[src/rtl/fdct2d_quant.sv]
// fdct2d_quant: 8x8 forward DCT (row pass, then column pass, sharing one MAC)
// followed by a reciprocal-multiply quantizer producing saturated 8-bit levels.
// Optional macro FDCT_ZIGZAG_EN: emit levels in MPEG2 zigzag scan order
// (waddr = scan position, maddr = raster index) instead of raster order.
module fdct2d_quant #(
    parameter int CW = 15,
    parameter int IW = 12
) (
    input  logic        clk,
    input  logic        reset,
    input  logic        en,
    output logic        rdy,
    input  logic [5:0]  iaddr,
    input  logic [7:0]  idata,
    input  logic        iwren,
    output logic [5:0]  maddr,
    input  logic [15:0] mq,
    output logic [5:0]  waddr,
    output logic [7:0]  wdata,
    output logic        wwren
);
    localparam int PW = CW + IW;   // full product width
    localparam int AW = PW + 3;    // eight-term accumulator
    localparam int QW = IW + 17;   // F times zero-extended mq

    typedef enum logic [1:0] {IDLE, ROW, COL, QUANT} state_t;

    state_t        state, state_n;
    logic [3:0]    ph;             // 0..7 MAC over x (or y), 8 = store
    logic [5:0]    pr;             // ROW {y,u}, COL {u,v}, QUANT output index
    logic          last_pair;

    logic [7:0]    ibuf [64];
    logic [IW-1:0] tbuf [64];      // R[y][u], raster 8y+u
    logic [IW-1:0] fbuf [64];      // F[v][u], raster 8v+u

    logic [2:0]           j;
    logic [7:0]           pix;
    logic [8:0]           s9;
    logic [IW-1:0]        dsel;
    logic [CW-1:0]        coef;
    logic signed [PW-1:0] prod;
    logic signed [AW-1:0] pext, acc;
    logic [AW-1:0]        amag, aq;
    logic [IW-1:0]        stv;

    logic                 issue;
    logic [5:0]           qidx;
    logic [IW-1:0]        fq;
    logic signed [QW-1:0] qp;
    logic [QW-1:0]        qmag, qq;
    logic [7:0]           lvl;

    // Basis B(f,t) in Q14: angle (2t+1)f mod 32 folded onto one quadrant.
    function automatic logic [CW-1:0] basis(input logic [2:0] f, input logic [2:0] t);
        logic [4:0]    ang;
        logic [2:0]    k;
        logic [CW-1:0] mag;
        ang = {1'b0, t, 1'b1} * {2'b00, f};
        k   = ang[3] ? 3'd0 - ang[2:0] : ang[2:0];
        case (k)
            3'd0:    mag = CW'(5793);
            3'd1:    mag = CW'(8035);
            3'd2:    mag = CW'(7568);
            3'd3:    mag = CW'(6811);
            3'd4:    mag = CW'(5793);
            3'd5:    mag = CW'(4551);
            3'd6:    mag = CW'(3135);
            default: mag = CW'(1598);
        endcase
        return (ang[4] ^ ang[3]) ? CW'(0) - mag : mag;
    endfunction

`ifdef FDCT_ZIGZAG_EN
    localparam logic [5:0] ZZ [64] = '{
        6'd0,  6'd1,  6'd8,  6'd16, 6'd9,  6'd2,  6'd3,  6'd10,
        6'd17, 6'd24, 6'd32, 6'd25, 6'd18, 6'd11, 6'd4,  6'd5,
        6'd12, 6'd19, 6'd26, 6'd33, 6'd40, 6'd48, 6'd41, 6'd34,
        6'd27, 6'd20, 6'd13, 6'd6,  6'd7,  6'd14, 6'd21, 6'd28,
        6'd35, 6'd42, 6'd49, 6'd56, 6'd57, 6'd50, 6'd43, 6'd36,
        6'd29, 6'd22, 6'd15, 6'd23, 6'd30, 6'd37, 6'd44, 6'd51,
        6'd58, 6'd59, 6'd52, 6'd45, 6'd38, 6'd31, 6'd39, 6'd46,
        6'd53, 6'd60, 6'd61, 6'd54, 6'd47, 6'd55, 6'd62, 6'd63
    };
    assign maddr = ZZ[qidx];
`else
    assign maddr = qidx;
`endif

    assign last_pair = (ph == 4'd8) && (pr == 6'd63);
    assign rdy       = (state == IDLE);
    assign j         = ph[2:0];

    // State register
    always_ff @(posedge clk) begin
        if (reset) state <= IDLE;
        else       state <= state_n;
    end

    // Next-state: fixed-length phases, en only honoured when idle
    always_comb begin
        state_n = state;
        case (state)
            IDLE:    if (en) state_n = ROW;
            ROW:     if (last_pair) state_n = COL;
            COL:     if (last_pair) state_n = QUANT;
            QUANT:   if (pr == 6'd63) state_n = IDLE;
            default: state_n = IDLE;
        endcase
    end

    // Phase/pair counters; pr wraps to 0 at each pass boundary
    always_ff @(posedge clk) begin
        if (reset || state == IDLE) begin
            ph <= 4'd0;
            pr <= 6'd0;
        end else if (state == QUANT) begin
            pr <= pr + 6'd1;
        end else if (ph == 4'd8) begin
            ph <= 4'd0;
            pr <= pr + 6'd1;
        end else begin
            ph <= ph + 4'd1;
        end
    end

    // MAC operands: frequency index is pr[2:0] in both passes
    always_comb begin
        pix = ibuf[{pr[5:3], j}];
        s9  = {1'b0, pix} - 9'd128;
        if (state == COL) dsel = tbuf[{j, pr[5:3]}];
        else              dsel = {{(IW-9){s9[8]}}, s9};
        coef = basis(pr[2:0], j);
        prod = $signed({{IW{coef[CW-1]}}, coef}) * $signed({{CW{dsel[IW-1]}}, dsel});
        pext = {{(AW-PW){prod[PW-1]}}, prod};
    end

    // Accumulate eight products; first term reloads
    always_ff @(posedge clk) begin
        if (reset)
            acc <= '0;
        else if ((state == ROW || state == COL) && !ph[3])
            acc <= (j == 3'd0) ? pext : acc + pext;
    end

    // Q14 -> integer, round half away from zero, saturate to IW bits
    always_comb begin
        amag = acc[AW-1] ? AW'(0) - acc : acc;
        aq   = (amag + AW'(8192)) >> 14;
        if (!acc[AW-1])
            stv = (aq > AW'(2**(IW-1) - 1)) ? {1'b0, {(IW-1){1'b1}}} : aq[IW-1:0];
        else
            stv = (aq > AW'(2**(IW-1))) ? {1'b1, {(IW-1){1'b0}}} : IW'(0) - aq[IW-1:0];
    end

    // Pixel load, accepted only while idle
    always_ff @(posedge clk) begin
        if (!reset && state == IDLE && iwren) ibuf[iaddr] <= idata;
    end

    // Pass results: R into the transpose buffer, F into the coefficient buffer
    always_ff @(posedge clk) begin
        if (ph == 4'd8) begin
            if (state == ROW) tbuf[pr] <= stv;
            if (state == COL) fbuf[{pr[2:0], pr[5:3]}] <= stv;
        end
    end

    // Quant issue runs one cycle ahead of the registered write so the write
    // strobe lines up with the QUANT state; index 0 issues on the last COL cycle.
    assign issue = (state == COL && last_pair) || (state == QUANT && pr != 6'd63);
    assign qidx  = (state == QUANT) ? pr + 6'd1 : 6'd0;

    // Level = round(F * mq / 2^16), half away from zero, saturated to int8
    always_comb begin
        fq   = fbuf[maddr];
        qp   = $signed({{(QW-IW){fq[IW-1]}}, fq}) * $signed({{(QW-16){1'b0}}, mq});
        qmag = qp[QW-1] ? QW'(0) - qp : qp;
        qq   = (qmag + QW'(32768)) >> 16;
        if (!qp[QW-1]) lvl = (qq > QW'(127)) ? 8'd127 : qq[7:0];
        else           lvl = (qq > QW'(128)) ? 8'h80 : 8'd0 - qq[7:0];
    end

    // Registered output write port
    always_ff @(posedge clk) begin
        if (reset) begin
            wwren <= 1'b0;
            waddr <= 6'd0;
            wdata <= 8'd0;
        end else begin
            wwren <= issue;
            if (issue) begin
                waddr <= qidx;
                wdata <= lvl;
            end
        end
    end
endmodule

[config.mk]
export PLATFORM = sky130hd
export DESIGN_NAME = fdct2d_quant
export DESIGN_NICKNAME = d
export VERILOG_FILES = /design/src/rtl/fdct2d_quant.sv
export SDC_FILE = /design/constraint.sdc
export NUM_CORES = 2
export LEC_CHECK = 0
export BUFFER_PORTS_ARGS = -buffer_cell sky130_fd_sc_hd__buf_2
export CAP_MARGIN = 30
export CORE_MARGIN = 2
export CORE_UTILIZATION = 45
export DETAILED_ROUTE_END_ITERATION = 16
export SLEW_MARGIN = 20
export SYNTH_ARGS = -nofsm -noshare
export SYNTH_HDL_FRONTEND = slang
export SYNTH_SLANG_ARGS = --single-unit
[constraint.sdc]
create_clock -name clk -period 12.15 [get_ports clk]
set_clock_uncertainty 0.1 [all_clocks]
set_input_delay 0.6075 -clock clk [delete_from_list [all_inputs] [get_ports clk]]
set_output_delay 0.6075 -clock clk [all_outputs]
set_load 0.02 [all_outputs]
==> flow_metrics.py <==
metrics = {
    "setup_path": {
        "critPathBufInv": 7,
        "reg2reg_depth": 46,
        "crit_path_start_kind": "flop",
        "critPathCapture": "acc[28]",
        "r2r_slack_ns": 0.63,
        "crit_cells": 46,
        "crit_family": "compound AO/OA/AOI/OAI gates",
        "crit_path_end_kind": "flop",
        "crit_type": "flop to flop",
        "required_ns": 12.79,
        "r2r-start": "pr[3]",
        "arrival_ns": 12.15,
        "r2r-end": "acc[28]",
        "critPathMaxFanout": 42,
        "slowest_delay_ns": 0.78,
        "cp_slowest_cell": "dfxtp_4",
        "startpoint": "pr[3]",
    },
    "placed_design": {
        "place_hpwl_um": 170000,
        "io_buffers": 55,
        "gp_congestion": 0.879,
        "place_ws_ns": 0.484,
    },
    "timing": {
        "finalHoldViolations": 0,
        "fmax_mhz": 86.8,
        "slew_viol_final": 0,
        "holdWs_ns": 0.174,
        "period_needed_ns": 11.52,
        "tightestPinTransition_ns": 1.06,
        "worst_slack_ns": 0.632,
        "timing.slew.headroom_pct": 28.7,
        "setup_viol": 0,
        "period_share_pct": 94.8,
    },
    "synth": {
        "ys.flop_type": "edfxtp_1",
        "synth_cell_types": 102,
        "netlist_area_um2": 98800,
        "yosys.area.top_type": "edfxtp_1",
        "synth-async-reset-ratio_pct": 0,
        "syn_nets": 7407,
        "ys_seq_area_share_pct": 63.4,
        "synth_area_leaders": "edfxtp_1, fa_1, mux4_2",
        "yosysWarnings": 0,
        "synth_cells": 6871,
        "synth_edf_count": 2048,
        "netlist.area_leader.share_pct": 62.2,
        "synth.avg_cell_area_um2": 14.4,
        "ys_seq_elements": 2105,
    },
    "route": {
        "drt-initial-drc-count": 6237,
        "wl_per_cell_um": 26.5,
        "dr.pass1.iters": 5,
        "vias": 60446,
        "antenna_left": 0,
        "remaining_drc_errors": 0,
        "wl_um": 268000,
        "viasPerCell": 5.98,
    },
    "cts": {
        "cts_tree": "built",
        "clockRootBuffer": "clkbuf_16",
        "cts_sinks": 2105,
        "path_clk_slew_ns": 0.07,
        "clk_latency_ns": 0.85,
        "hold_buffers": 0,
        "clk_path_buf_depth": 3,
        "h-tree-depth": 4,
        "cts_buffers": 207,
    },
    "grt": {
        "grt_pass1_wl_um": 400000,
        "globalRouteTotalUtil_pct": 23.9,
        "antenna_found_initial": 3,
        "grt_pass1_vias": 60132,
        "grt_max_degree": 115,
        "overflow": 0,
    },
    "finish": {
        "fin_nets": 7610,
        "area_growth_syn_to_layout_pct": 12.5,
        "fillers": 18220,
        "drive_gt1_share_pct": 14.9,
    },
    "die": {
        "fp.dieH_um": 473,
        "ioPinCount": 56,
        "die_x_um": 473,
        "row_count": 172,
        "core_um2": 219000,
        "start_util_pct": 45.1,
        "dieArea_um2": 223000,
    },
    "worst_hold_path": {
        "hold_class": "input pin to flop",
        "hold_depth": 1,
    },
    "run_status": {
        "outcome": "complete, no violations",
    },
    "job": {
        "drv_cap": 0,
    },
}
==> stage by stage <==
step,instance area [um^2],util (%),TNS (ns),cells
finish,111000,50.8,0,10114
global route,111000,50.8,-0.0921,10113
CTS,111000,50.6,0,10092
detailed placement,104000,47.6,0,9715
global placement,104000,47.4,0,9677
floorplan,98800,-,0,6871
==> placed cells by master (no fill, tap or decap), drive strengths merged, types with 61 or more instances in the layout <==
cell type | Yosys | layout
nand2b | 67 | 67
o21ai | 129 | 129
xnor2 | 92 | 92
mux4 | 211 | 211
a311oi | 136 | 136
a21oi | 169 | 169
a221oi | 67 | 67
ha | 188 | 188
inv | 425 | 437
nor2b | 107 | 107
buf | 89 | 401
mux2 | 61 | 61
nand2 | 676 | 676
mux2i | 136 | 136
o22ai | 110 | 110
fa | 314 | 314
nor2 | 451 | 451
and2 | 102 | 102
edfxtp | 2048 | 2048
clkbuf | 318 | 254
a22oi | 85 | 85
nor3 | 68 | 68
clkinv | 4 | 91
a211oi | 141 | 141
nand3 | 101 | 101
==> synth_stat cells, drive strengths merged, types with 101 or more instances <==
cell type / instances
a311oi: 136
inv: 425
o22ai: 110
nand3: 101
nor2b: 107
edfxtp: 2048
a211oi: 141
clkbuf: 318
a21oi: 169
and2: 102
nand2: 676
fa: 314
mux4: 211
nor2: 451
o21ai: 129
ha: 188
mux2i: 136
==> sequential cells by signal (all words and copies together), names as in the netlist <==
signal  flops
ph          4
wdata       8
state       2
wwren       1
pr          6
tbuf      768
fbuf      768
acc        30
waddr       6
ibuf      512
==> cell families (layout without fill, tap and decap cells) <==
kind of cell	after synthesis	after routing	share of synthesized area, %
AOI/OAI and AO/OA	1177	1177	8.64
xor gates and xnor gates	134	134	1.24
adders and majority gates	502	502	8.74
buffers and inverters	836	1207	3.21
DFF	2105	2105	63.4
muxes	408	408	6.88
other	0	1	0
and+or+nand+nor	1709	1709	7.88
==> metal layers <==
metal  track usage, %  up-vias  wire length, um
met5                0        -               11
met4             6.96        2             7760
met3             3.61      408            20300
met2             39.1     2542           129000
met1             33.2    31171           111000
li1                 -    26323                -
==> how the worst min path moves through the flow <==
stage	slack, ns	end	from
6_report	0.17	ibuf[30][0]	idata[0]
5_1_grt	0.17	ibuf[30][0]	idata[0]
4_1_cts	0.12	ibuf[30][0]	idata[0]
3_5_place_dp	0.35	wdata[7]	wdata[7]
3_3_place_gp	0.35	wdata[7]	wdata[7]
2_1_floorplan	0.35	acc[2]	acc[2]
==> layout make-up <==
| cell class | count | area, um^2 | area share, % |
|---|---|---|---|
| sequential | 2105 | 62700 | 56.4 |
| inverter | 429 | 1620 | 1.46 |
| timing repair buffer | 401 | 3300 | 2.97 |
| multi-input combinational | 3930 | 33300 | 30.0 |
| clock buffer | 254 | 5400 | 4.86 |
| clock inverter | 123 | 1200 | 1.08 |
| antenna | 1 | 2.50 | 0.00225 |
| tap | 2871 | 3590 | 3.23 |
==> what timing repair did <==
action / 4_1_cts / 5_1_grt
setup endpoints to repair: 0 / 12
buffers inserted: 0 / 5
gates resized for setup: 0 / 10
Power is left out: the tool's default activity adds up to more than one toggle a clock period on the data nets, which glitch-free logic cannot reach.
